<file path="config.mk">
export PLATFORM = sky130hd
export DESIGN_NAME = dual_issue_ctrl
export DESIGN_NICKNAME = d
export VERILOG_FILES = /design/src/rtl/dual_issue_ctrl_pkg.sv /design/src/rtl/dual_issue_ctrl_pair_hazard_check.sv /design/src/rtl/dual_issue_ctrl.sv
export SDC_FILE = /design/constraint.sdc
export NUM_CORES = 1
export LEC_CHECK = 0
export CAP_MARGIN = 20
export CORE_ASPECT_RATIO = 0.9
export CORE_UTILIZATION = 42
export CTS_BUF_LIST = sky130_fd_sc_hd__clkbuf_8 sky130_fd_sc_hd__clkbuf_16
export DETAILED_ROUTE_END_ITERATION = 10
export PLACE_DENSITY = 0.86
export SETUP_SLACK_MARGIN = 0.4
export SLEW_MARGIN = 20
export SYNTH_ARGS = -nofsm -noshare
export SYNTH_HDL_FRONTEND = slang
export SYNTH_HIERARCHICAL = 1
export SYNTH_SLANG_ARGS = --single-unit
</file>
<file path="constraint.sdc">
create_clock -name i_clk -period 7.7 [get_ports i_clk]
set_clock_uncertainty 0.2 [all_clocks]
set_input_delay 2.31 -clock i_clk [delete_from_list [all_inputs] [get_ports i_clk]]
set_output_delay 2.31 -clock i_clk [all_outputs]
set_load 0.02 [all_outputs]
</file>
<file path="src/rtl/dual_issue_ctrl_pkg.sv">
// Shared types and helpers for the dual-issue scheduler between decode and execute.
package dual_issue_ctrl_pkg;

    localparam int REG_W   = 5;
    localparam int IMM_W   = 12;
    localparam int ALUOP_W = 2;

    // One decoded instruction as produced by the decode stage.
    typedef struct packed {
        logic               reg_write;
        logic               mem_read;
        logic               mem_write;
        logic               alu_src;    // 1: second ALU operand is the immediate
        logic [ALUOP_W-1:0] alu_op;
        logic [REG_W-1:0]   dst;
        logic [REG_W-1:0]   src0;
        logic [REG_W-1:0]   src1;
        logic [IMM_W-1:0]   imm;
    } decode_struct;

    typedef enum logic [1:0] {
        EMPTY = 2'd0,
        FULL  = 2'd1,
        SPLIT = 2'd2
    } issue_state_e;

    localparam decode_struct DECODE_NOP = '0;

    // A slot that writes nothing, touches no memory and has no ALU work is a bubble.
    function automatic logic is_nop(input decode_struct d);
        return !d.reg_write && !d.mem_read && !d.mem_write && (d.alu_op == '0);
    endfunction

    // The second source register is only read for register-register ops and stores.
    function automatic logic uses_src1(input decode_struct d);
        return !d.alu_src || d.mem_write;
    endfunction

    // Any slot that needs the single data-memory port.
    function automatic logic uses_mem(input decode_struct d);
        return d.mem_read || d.mem_write;
    endfunction

endpackage

</file>
<file path="src/rtl/dual_issue_ctrl_pair_hazard_check.sv">
// Combinational intra-pair hazard detection; slot0 is the older instruction.
module pair_hazard_check
    import dual_issue_ctrl_pkg::*;
(
    input  decode_struct slot0,
    input  decode_struct slot1,
    output logic         raw,
    output logic         waw,
    output logic         mem,
    output logic         hazard
);

    logic both_live;
    logic dst0_live;
    logic unused_fields;

    // Bubbles never conflict with anything, so every cause is gated by both slots being real.
    assign both_live = !is_nop(slot0) && !is_nop(slot1);
    assign dst0_live = slot0.reg_write && (slot0.dst != '0);

    assign raw = both_live && dst0_live &&
                 ((slot0.dst == slot1.src0) ||
                  (uses_src1(slot1) && (slot0.dst == slot1.src1)));

    assign waw = both_live && dst0_live && slot1.reg_write && (slot0.dst == slot1.dst);

    assign mem = both_live && uses_mem(slot0) && uses_mem(slot1);

    assign hazard = raw || waw || mem;

    // Operand and immediate fields that play no part in pair ordering.
    assign unused_fields = ^{slot0.alu_src, slot0.src0, slot0.src1, slot0.imm, slot1.imm};

endmodule

</file>
<file path="src/rtl/dual_issue_ctrl.sv">
// Dual-issue scheduler: accepts a decoded pair, issues it whole or split in
// program order, behind a single registered output stage.
module dual_issue_ctrl
    import dual_issue_ctrl_pkg::*;
#(
    parameter int CNT_W = 16
) (
    input  logic               i_clk,
    input  logic               i_rst,
    input  logic               i_flush,
    input  logic               i_valid,
    output logic               o_ready,
    input  decode_struct       i_decode_data [0:1],
    output logic               o_valid,
    input  logic               i_ready,
    output decode_struct       o_issue_data [0:1],
    output logic [1:0]         o_slot_valid,
    output logic [CNT_W-1:0]   o_split_count
);

    // Split events are a performance statistic; the counter parks at all-ones.
    function automatic logic [CNT_W-1:0] sat_inc(input logic [CNT_W-1:0] v);
        return (&v) ? v : v + 1'b1;
    endfunction

    issue_state_e     state_p1, state_nxt;
    decode_struct     issue_p1 [0:1];
    decode_struct     issue_nxt [0:1];
    decode_struct     hold_p1, hold_nxt;
    logic [1:0]       slot_vld_p1, slot_vld_nxt;
    logic [CNT_W-1:0] split_cnt_p1, split_cnt_nxt;

    logic             accept;
    logic             nop0, nop1;
    logic             hz_raw, hz_waw, hz_mem, hz_any;
    logic             unused_causes;

    pair_hazard_check u_hazard (
        .slot0  (i_decode_data[0]),
        .slot1  (i_decode_data[1]),
        .raw    (hz_raw),
        .waw    (hz_waw),
        .mem    (hz_mem),
        .hazard (hz_any)
    );

    // Individual causes are kept visible for debug; only the combined flag steers issue.
    assign unused_causes = hz_raw ^ hz_waw ^ hz_mem;

    assign nop0 = is_nop(i_decode_data[0]);
    assign nop1 = is_nop(i_decode_data[1]);

    // A new pair fits only when the output stage is free or drains this cycle;
    // a parked slot1 must leave before anything new enters.
    assign o_ready = !i_rst && !i_flush &&
                     ((state_p1 == EMPTY) || ((state_p1 == FULL) && i_ready));
    assign accept  = i_valid && o_ready;

    // Next-state and next-output selection for the issue stage.
    always_comb begin
        state_nxt     = state_p1;
        issue_nxt[0]  = issue_p1[0];
        issue_nxt[1]  = issue_p1[1];
        hold_nxt      = hold_p1;
        slot_vld_nxt  = slot_vld_p1;
        split_cnt_nxt = split_cnt_p1;

        if (accept) begin
            if (hz_any) begin
                issue_nxt[0]  = i_decode_data[0];
                issue_nxt[1]  = DECODE_NOP;
                slot_vld_nxt  = 2'b01;
                hold_nxt      = i_decode_data[1];
                split_cnt_nxt = sat_inc(split_cnt_p1);
                state_nxt     = SPLIT;
            end else begin
                issue_nxt[0]  = i_decode_data[0];
                issue_nxt[1]  = i_decode_data[1];
                slot_vld_nxt  = {!nop1, !nop0};
                // An all-bubble pair leaves nothing to issue.
                state_nxt     = (nop0 && nop1) ? EMPTY : FULL;
            end
        end else begin
            case (state_p1)
                SPLIT: begin
                    if (i_ready) begin
                        issue_nxt[0] = DECODE_NOP;
                        issue_nxt[1] = hold_p1;
                        slot_vld_nxt = 2'b10;
                        state_nxt    = FULL;
                    end
                end
                FULL: begin
                    if (i_ready) begin
                        slot_vld_nxt = 2'b00;
                        state_nxt    = EMPTY;
                    end
                end
                default: begin
                end
            endcase
        end
    end

    // ---- stage p1: output and hold registers ----
    // Reset clears everything; flush clears everything except the statistic.
    always_ff @(posedge i_clk) begin
        if (i_rst) begin
            state_p1     <= EMPTY;
            issue_p1[0]  <= DECODE_NOP;
            issue_p1[1]  <= DECODE_NOP;
            hold_p1      <= DECODE_NOP;
            slot_vld_p1  <= 2'b00;
            split_cnt_p1 <= '0;
        end else if (i_flush) begin
            state_p1     <= EMPTY;
            issue_p1[0]  <= DECODE_NOP;
            issue_p1[1]  <= DECODE_NOP;
            hold_p1      <= DECODE_NOP;
            slot_vld_p1  <= 2'b00;
        end else begin
            state_p1     <= state_nxt;
            issue_p1[0]  <= issue_nxt[0];
            issue_p1[1]  <= issue_nxt[1];
            hold_p1      <= hold_nxt;
            slot_vld_p1  <= slot_vld_nxt;
            split_cnt_p1 <= split_cnt_nxt;
        end
    end

    assign o_valid         = (state_p1 != EMPTY);
    assign o_issue_data[0] = issue_p1[0];
    assign o_issue_data[1] = issue_p1[1];
    assign o_slot_valid    = slot_vld_p1;
    assign o_split_count   = split_cnt_p1;

endmodule

</file>
==> flow_summary_export.csv, run 1 <==
group,metric,value,unit
outcome,status,"finished clean",
clock_tree,clkSlewWorstSetupHoldPaths,0.05,ns
worst_hold_path,holdPathStages,2,
worst_setup_path,r2r-start,"state_p1[0]",
detailed_routing,vias,4158,
finish,fin_util,0.643,
sta,period_share,0.838,
worst_setup_path,path_cells,"clkdlybuf4s50_1, buf_4, or2_1, nor3_1, clkdlybuf4s50_1",
worst_setup_path,end_kind,"primary output",
floorplan,die_width,117,um
detailed_routing,viasPerCell,5.31,
clock_tree,cts_tree,"done",
worst_setup_path,r2r.worst_path.cells,6,
worst_setup_path,cpMostUsedCell,"clkdlybuf4s50_1",
worst_setup_path,cp-start-kind,"input pin",
detailed_routing,drt_iter0_drc,287,
sta,slew_headroom,0.530,
floorplan,core,11500,sq um
worst_setup_path,critPathMaxStageDelay,0.63,ns
worst_setup_path,cp_max_fo,23,
clock_tree,cts.path.max_buffers,2,
sta,tns,0,ns
place,io_buffer_count,156,
floorplan,start_util,0.436,
synth,synth_area,5020,sq um
global_route,overflow,0,
clock_tree,hold_buffers,0,
detailed_routing,ant_nets,0,
sta,clock.fmax,155,MHz
global_route,grt_pass1_vias,4086,
finish,antenna_cells,0,
clock_tree,root_buffer,"clkbuf_16",
sta,fin_crit,6.45,ns
clock_tree,clk_latency,0.40,ns
place,gp_congestion,0.828,
clock_tree,cts_buffers,17,
detailed_routing,drc,0,
floorplan,dieHeight,106,um
global_route,grt_first_pass_wirelength,20100,um
sta,final_max_slew_viol_count,0,
finish,drive_gt1_frac,0.0829,
synth,syn_inst,460,
clock_tree,clock_sinks,119,
pwr,power.total,0.00174,W
worst_setup_path,r2r-end,"issue_p1[0][42]",
place,hpwl,8770,um
flow_run,cap_viol_max_count,0,
finish,area_delta_synth_final,47.5,%
sta,hold_violations,0,
place,placed_area,6760,sq um
worst_setup_path,worstPathArrival,3.94,ns
global_route,grt_max_degree,60,
detailed_routing,drtPass1Iterations,4,
global_route,antenna_found_initial,0,
finish,fin_nets,686,
global_route,grt_use_total,0.215,
worst_hold_path,hp-class,"reg -> reg",
detailed_routing,wl_per_cell,16.5,um
worst_setup_path,criticalPathCategory,"in -> out",
clock_tree,cts_setup_buffers,0,
detailed_routing,wirelength,12900,um
floorplan,rows,37,
clock_tree,ctsHtreeMaxLevel,4,
clock_tree,postCtsResizedCells,0,
finish,finish.instance_area,7410,sq um
synth,avgSynthCellArea,10.9,sq um
worst_setup_path,slowest_stage,"clkdlybuf4s50_1",
worst_hold_path,min_from,"hold_p1[9]",
sta,rsz0062_at_grt,"false",
floorplan,boundaryPins,157,
floorplan,die_area,12400,sq um
worst_setup_path,crit_required,5.19,ns
worst_setup_path,rrSetupSlack,5.01,ns
pwr,peakVddDrop,116,uV
sta,worst_pin_slew,0.705,ns
sta,finalSetupViolCount,0,
pwr,powerDensity,235,nW/um^2
synth,synth_nets,532,
synth,yosys_warnings,6,
pwr,leakage,2.66,nW
worst_hold_path,whs_endpoint,"hold_p1[9]",
[flip-flops by register name, indices dropped and copies added, names as in the netlist]
signal and cells:
o_split_count 16, hold_p1 33, o_slot_valid 2, issue_p1 66
state_p1 2
[through the flow]
step / instances / hold slack [ns] / setup slack, ns
2_1_floorplan: 460 / 0.237 / 1.29
3_3_place_gp: 751 / 0.241 / 1.25
3_5_place_dp: 751 / 0.247 / 1.25
4_1_cts: 783 / 0.254 / 1.25
5_1_grt: 783 / 0.271 / 1.20
6_report: 783 / 0.253 / 1.25
[critical path, delay by kind of cell]
| family | cells | cell delay (ns) |
|---|---|---|
| buffers and inverters | 3 | 1.24 |
| AND/OR/NAND/NOR | 2 | 0.38 |
[report_power, final]
| part | internal (W) | switching (W) |
|---|---|---|
| clock | 0.000594 | 0.000264 |
| sequential | 0.000697 | 0.00000822 |
| combinational | 0.0000865 | 0.0000919 |
[layout by cell type, fill, tap and decap left out, types with 3 or more instances in the layout]
master	count
a21oi_1	44
a22o_1	33
and2_1	34
buf_4	9
bufinv_16	5
clkbuf_16	17
clkbuf_8	3
clkdlybuf4s50_1	156
dfxtp_1	53
edfxtp_1	66
inv_1	10
mux2_2	4
nand2_1	76
nand3_1	8
nand4_1	6
nor2_1	10
nor2b_1	8
nor3_1	5
nor4_1	8
o21ai_0	5
o31ai_1	6
or4_1	9
xor2_1	14
[layer usage]
metal | vias to the layer above | global-route usage | wire length (um)
met4 | 0 | 0.0913 | 272
li1 | 1986 | - | -
met2 | 179 | 0.369 | 6470
met5 | - | 0 | 0
met1 | 1969 | 0.242 | 5000
met3 | 24 | 0.0707 | 1150
[layout make-up]
class / count / area [sq um]
clock buffers: 20 / 467
clock inverters: 12 / 183
fillers: 828 / 4110
inverters: 7 / 26.3
multi-input cells: 304 / 1870
flip-flops and latches: 119 / 3040
well taps: 156 / 195
repair buffers: 165 / 1630
[worst max path at each step]
stage | start | endpoint | slack (ns) | cells after the start
after global routing | i_rst | o_ready | 1.20 | 5
after detailed placement | i_rst | o_ready | 1.25 | 5
after CTS | i_rst | o_ready | 1.25 | 5
after floorplan | i_flush | issue_p1[0][0] | 1.29 | 5
after global placement | i_rst | o_ready | 1.25 | 5
final | i_rst | o_ready | 1.25 | 5
Note: power is estimated with default switching activity, not from simulation.
==> run 2, diff against run 1 <==
- clock period: 7.7 -> 5.83 ns (I/O delays scaled with it)
==> flow_summary_export.csv, run 2 (same netlist as run 1, synthesis figures left out) <==
group,metric,value,unit
clock_tree,hold_buffers,0,
outcome,status,"finished clean",
clock_tree,clock_sinks,119,
finish,area_delta_synth_final,47.1,%
pwr,peakVddDrop,156,uV
sta,period_share,0.911,
worst_setup_path,r2r-start,"state_p1[0]",
clock_tree,ctsHtreeMaxLevel,4,
sta,finalSetupViolCount,0,
finish,final_cell_mix,"clkdlybuf4s50_1, nand2_1, edfxtp_1",
pwr,leakage,2.62,nW
worst_setup_path,crit_required,3.88,ns
worst_hold_path,holdPathStages,2,
detailed_routing,wl_per_cell,17.4,um
worst_setup_path,end_kind,"primary output",
floorplan,boundaryPins,157,
flow_run,cap_viol_max_count,0,
floorplan,die_width,117,um
global_route,grt_pass1_vias,4240,
floorplan,dieHeight,106,um
finish,layout_commonest_cell,"clkdlybuf4s50_1",
sta,worst_pin_slew,0.911,ns
clock_tree,clk_latency,0.41,ns
global_route,grt_use_total,0.230,
sta,tns,0,ns
place,hpwl,9050,um
worst_setup_path,cp_max_fo,6,
global_route,grt_max_degree,60,
global_route,overflow,0,
clock_tree,root_buffer,"clkbuf_16",
worst_hold_path,hp-class,"reg -> reg",
sta,fin_crit,5.31,ns
floorplan,die_area,12400,sq um
detailed_routing,vias,4260,
detailed_routing,wirelength,13600,um
finish,drive_gt1_frac,0.0799,
worst_setup_path,r2r-end,"issue_p1[0][40]",
global_route,antenna_found_initial,0,
sta,final_max_slew_viol_count,0,
global_route,grt_first_pass_wirelength,21400,um
worst_setup_path,rrSetupSlack,2.48,ns
clock_tree,cts_tree,"done",
worst_hold_path,whs_endpoint,"hold_p1[17]",
detailed_routing,drc,0,
worst_setup_path,worstPathArrival,3.36,ns
place,gp_congestion,0.902,
detailed_routing,drtPass1Iterations,4,
finish,fillerInstances,862,
finish,fin_nets,685,
place,io_buffer_count,156,
clock_tree,clkSlewWorstSetupHoldPaths,0.05,ns
clock_tree,cts_buffers,17,
detailed_routing,ant_nets,0,
worst_setup_path,cp-start-kind,"input pin",
worst_setup_path,r2r.worst_path.cells,6,
detailed_routing,viasPerCell,5.45,
floorplan,rows,37,
finish,antenna_cells,0,
worst_setup_path,criticalPathCategory,"in -> out",
clock_tree,postCtsResizedCells,0,
worst_hold_path,min_from,"hold_p1[17]",
sta,slew_headroom,0.391,
clock_tree,cts.path.max_buffers,2,
finish,largest-register,"issue_p1",
pwr,powerDensity,303,nW/um^2
floorplan,start_util,0.436,
finish,largest_reg_flops,66,
sta,rsz0062_at_grt,"false",
sta,clock.fmax,188,MHz
floorplan,core,11500,sq um
finish,fin_util,0.641,
detailed_routing,drt_iter0_drc,298,
sta,holdWs,0.254,ns
clock_tree,cts_setup_buffers,0,
sta,hold_violations,0,
==> run 2: where the power goes <==
| group | internal [W] | switching (W) |
|---|---|---|
| Sequential | 0.000920 | 0.0000116 |
| Clock | 0.000707 | 0.000366 |
| Combinational | 0.000115 | 0.000122 |
| Total | 0.00174 | 0.000500 |
==> run 2: critical path, stage by stage <==
cell,delay [ns]
clkdlybuf4s50_1,0.44
nor2b_1,0.49
nor3_1,0.11
clkdlybuf4s50_1,0.57
==> run 2: final cells by class <==
type / instances / area (sq um) / area share
clock buffer: 17 / 425 / 0.0575
clock inverter: 15 / 185 / 0.0251
inverter: 7 / 26.3 / 0.00355
multi-input combinational: 304 / 1870 / 0.253
sequential: 119 / 3040 / 0.412
tap: 156 / 195 / 0.0264
timing repair buffer: 164 / 1650 / 0.223
==> run 2: worst max path at each step <==
stage	cells past startpoint	endpoint	startpoint	slack (ns)
2_1_floorplan	4	o_ready	i_flush	1.14
3_3_place_gp	9	o_split_count[11]	i_decode_data[56]	0.52
3_5_place_dp	9	o_split_count[11]	i_decode_data[56]	0.37
6_report	4	o_ready	i_ready	0.52
4_1_cts	4	o_ready	i_ready	0.51
5_1_grt	4	o_ready	i_ready	0.45
==> run 2: per-stage QoR <==
stage | instance area [sq um] | cells | setup WS, ns | total power [W]
global placement | 6780 | 750 | 0.515 | 0.00118
detailed placement | 6780 | 750 | 0.372 | 0.00118
global route | 7390 | 782 | 0.447 | 0.00230
finish | 7390 | 782 | 0.518 | 0.00224
floorplan | 5030 | 460 | 1.14 | 0.00105
CTS | 7390 | 782 | 0.509 | 0.00225
==> run 2: layer usage <==
metal	routed length, um	vias to the layer above	global-route usage
met5	0	-	0
met4	315	0	0.105
met3	1280	33	0.0828
met2	6820	202	0.400
met1	5190	2044	0.246
li1	-	1981	-
==> run 3, diff against run 2 <==
- SLEW_MARGIN: 20 -> default
- clock period: 5.83 -> 4.8 ns (I/O delays scaled with it)
==> flow_summary_export.csv, run 3 (same netlist as run 1, synthesis figures left out) <==
group,metric,value,unit
sta,worst_pin_slew,0.896,ns
sta,period_share,0.892,
sta,holdWs,0.257,ns
clock_tree,clk_latency,0.41,ns
finish,fin_nets,693,
floorplan,die_width,117,um
sta,finalSetupViolCount,0,
outcome,status,"finished clean",
finish,area_delta_synth_final,47.8,%
worst_setup_path,cp_max_fo,26,
global_route,grt_first_pass_wirelength,21100,um
worst_setup_path,end_kind,"register",
floorplan,start_util,0.436,
worst_setup_path,r2r-start,"state_p1[0]",
place,place_ws,-0.0447,ns
worst_setup_path,crit_required,4.90,ns
detailed_routing,wl_per_cell,17.3,um
sta,fin_ws,0.517,ns
worst_hold_path,min_from,"hold_p1[11]",
pwr,peakVddDrop,205,uV
detailed_routing,ant_nets,0,
pwr,leakage,2.67,nW
worst_hold_path,whs_endpoint,"hold_p1[11]",
sta,final_max_slew_viol_count,0,
global_route,overflow,0,
worst_setup_path,rrSetupSlack,1.95,ns
detailed_routing,drtPass1Iterations,5,
place,placed_area,6830,sq um
pwr,power.total,0.00263,W
finish,layout_commonest_cell,"clkdlybuf4s50_1",
detailed_routing,drc,0,
sta,rsz0062_at_grt,"false",
global_route,grt_use_met1,0.252,
global_route,grt_max_degree,41,
worst_setup_path,worstPathArrival,4.38,ns
sta,fin_crit,4.28,ns
global_route,grtUsageMet3,0.0845,
worst_hold_path,holdPathStages,2,
worst_setup_path,cp-start-kind,"input pin",
global_route,busiest_layer,"met2",
clock_tree,cts.path.max_buffers,2,
finish,largest-register,"issue_p1",
floorplan,rows,37,
global_route,grt_use_total,0.229,
finish,finish.instance_area,7430,sq um
place,io_buffer_count,156,
floorplan,dieHeight,106,um
detailed_routing,wirelength,13600,um
global_route,grt_pass1_vias,4149,
floorplan,core,11500,sq um
worst_hold_path,hp-class,"reg -> reg",
finish,drive_gt1_frac,0.0962,
pwr,powerDensity,354,nW/um^2
finish,fillerInstances,836,
finish,largest_reg_flops,66,
floorplan,die_area,12400,sq um
detailed_routing,vias,4213,
flow_run,cap_viol_max_count,0,
clock_tree,clock_sinks,119,
sta,slew_headroom,0.401,
global_route,antenna_found_initial,0,
global_route,globalRouteMet2Util,0.379,
clock_tree,cts_buffers,17,
sta,hold_violations,0,
clock_tree,cts_setup_buffers,0,
place,gp_congestion,0.870,
clock_tree,ctsHtreeMaxLevel,4,
worst_setup_path,r2r.worst_path.cells,6,
floorplan,boundaryPins,157,
clock_tree,cts_tree,"done",
sta,clock.fmax,234,MHz
clock_tree,clkSlewWorstSetupHoldPaths,0.05,ns
worst_setup_path,r2r-end,"issue_p1[0][45]",
place,hpwl,9170,um
detailed_routing,viasPerCell,5.33,
finish,antenna_cells,0,
place,dpl.cell_count,758,
worst_setup_path,criticalPathCategory,"in -> reg",
finish,stdcell_count,790,
clock_tree,root_buffer,"clkbuf_16",
finish,final_cell_mix,"clkdlybuf4s50_1, nand2_1, edfxtp_1",
detailed_routing,drt_iter0_drc,318,
==> run 3: changes by cell type in the layout (fill, tap and decap cells not counted), sizes merged <==
| cell | change |
|---|---|
| buf | +8 |
| bufinv | -2 |
| clkbuf | +2 |
| clkdlybuf4s50 | -1 |
| clkinv | -5 |
| dlygate4sd2 | +1 |
| inv | +5 |
==> run 3: timing repair <==
action                                 in CTS  in global routing
setup endpoints to repair                   4                  8
resized for setup                           2                  3
hold buffers                                0                  0
endpoints found under the hold margin       0                  0
==> run 3: metrics by stage <==
stage / util / setup TNS (ns)
2_1_floorplan: - / 0
3_3_place_gp: 0.592 / 0
3_5_place_dp: 0.592 / -0.107
4_1_cts: 0.642 / 0
5_1_grt: 0.644 / 0
6_report: 0.644 / 0
==> run 3: how the worst max path moves through the flow <==
stage	from	end	slack [ns]	cells after the start
2_1_floorplan	i_flush	issue_p1[0][0]	0.50	5
3_3_place_gp	i_decode_data[58]	o_split_count[11]	0.05	9
3_5_place_dp	i_decode_data[58]	o_split_count[11]	-0.04	9
4_1_cts	i_decode_data[58]	o_split_count[11]	0.50	9
5_1_grt	i_decode_data[58]	o_split_count[11]	0.41	9
6_report	i_decode_data[58]	o_split_count[10]	0.52	9
==> run 3: per-layer routing <==
| metal | up-vias | wire (um) | share of wire |
|---|---|---|---|
| met5 | - | 0 | 0 |
| met4 | 0 | 423 | 0.031 |
| met3 | 32 | 1300 | 0.095 |
| met2 | 183 | 6790 | 0.50 |
| met1 | 1999 | 5120 | 0.38 |
| li1 | 1999 | - | - |
==> run 3: area by class of cell <==
cell class                      count  area [sq um]  area share
Clock inverter                     13           118      0.0158
Sequential cell                   119          3040       0.410
Inverter                            7          26.3     0.00354
Timing Repair Buffer              172          1690       0.228
Multi-Input combinational cell    304          1900       0.256
Clock buffer                       19           453      0.0610
Tap cell                          156           195      0.0263
==> run 3: worst max-delay path: stages <==
cell	delay, ns
clkdlybuf4s50_1	0.52
xor2_1	0.21
nor4_1	0.30
nand3_1	0.21
a31oi_4	0.27
nand2_1	0.10
or4_4	0.58
nor4_1	0.40
mux2_1	0.35
==> run 3: power by group <==
part	total [W]	switching, W	internal, W	leakage, nW
Clock	0.00120	0.000427	0.000777	0.295
Combinational	0.000294	0.000150	0.000144	1.20
Sequential	0.00113	0.0000141	0.00112	1.17
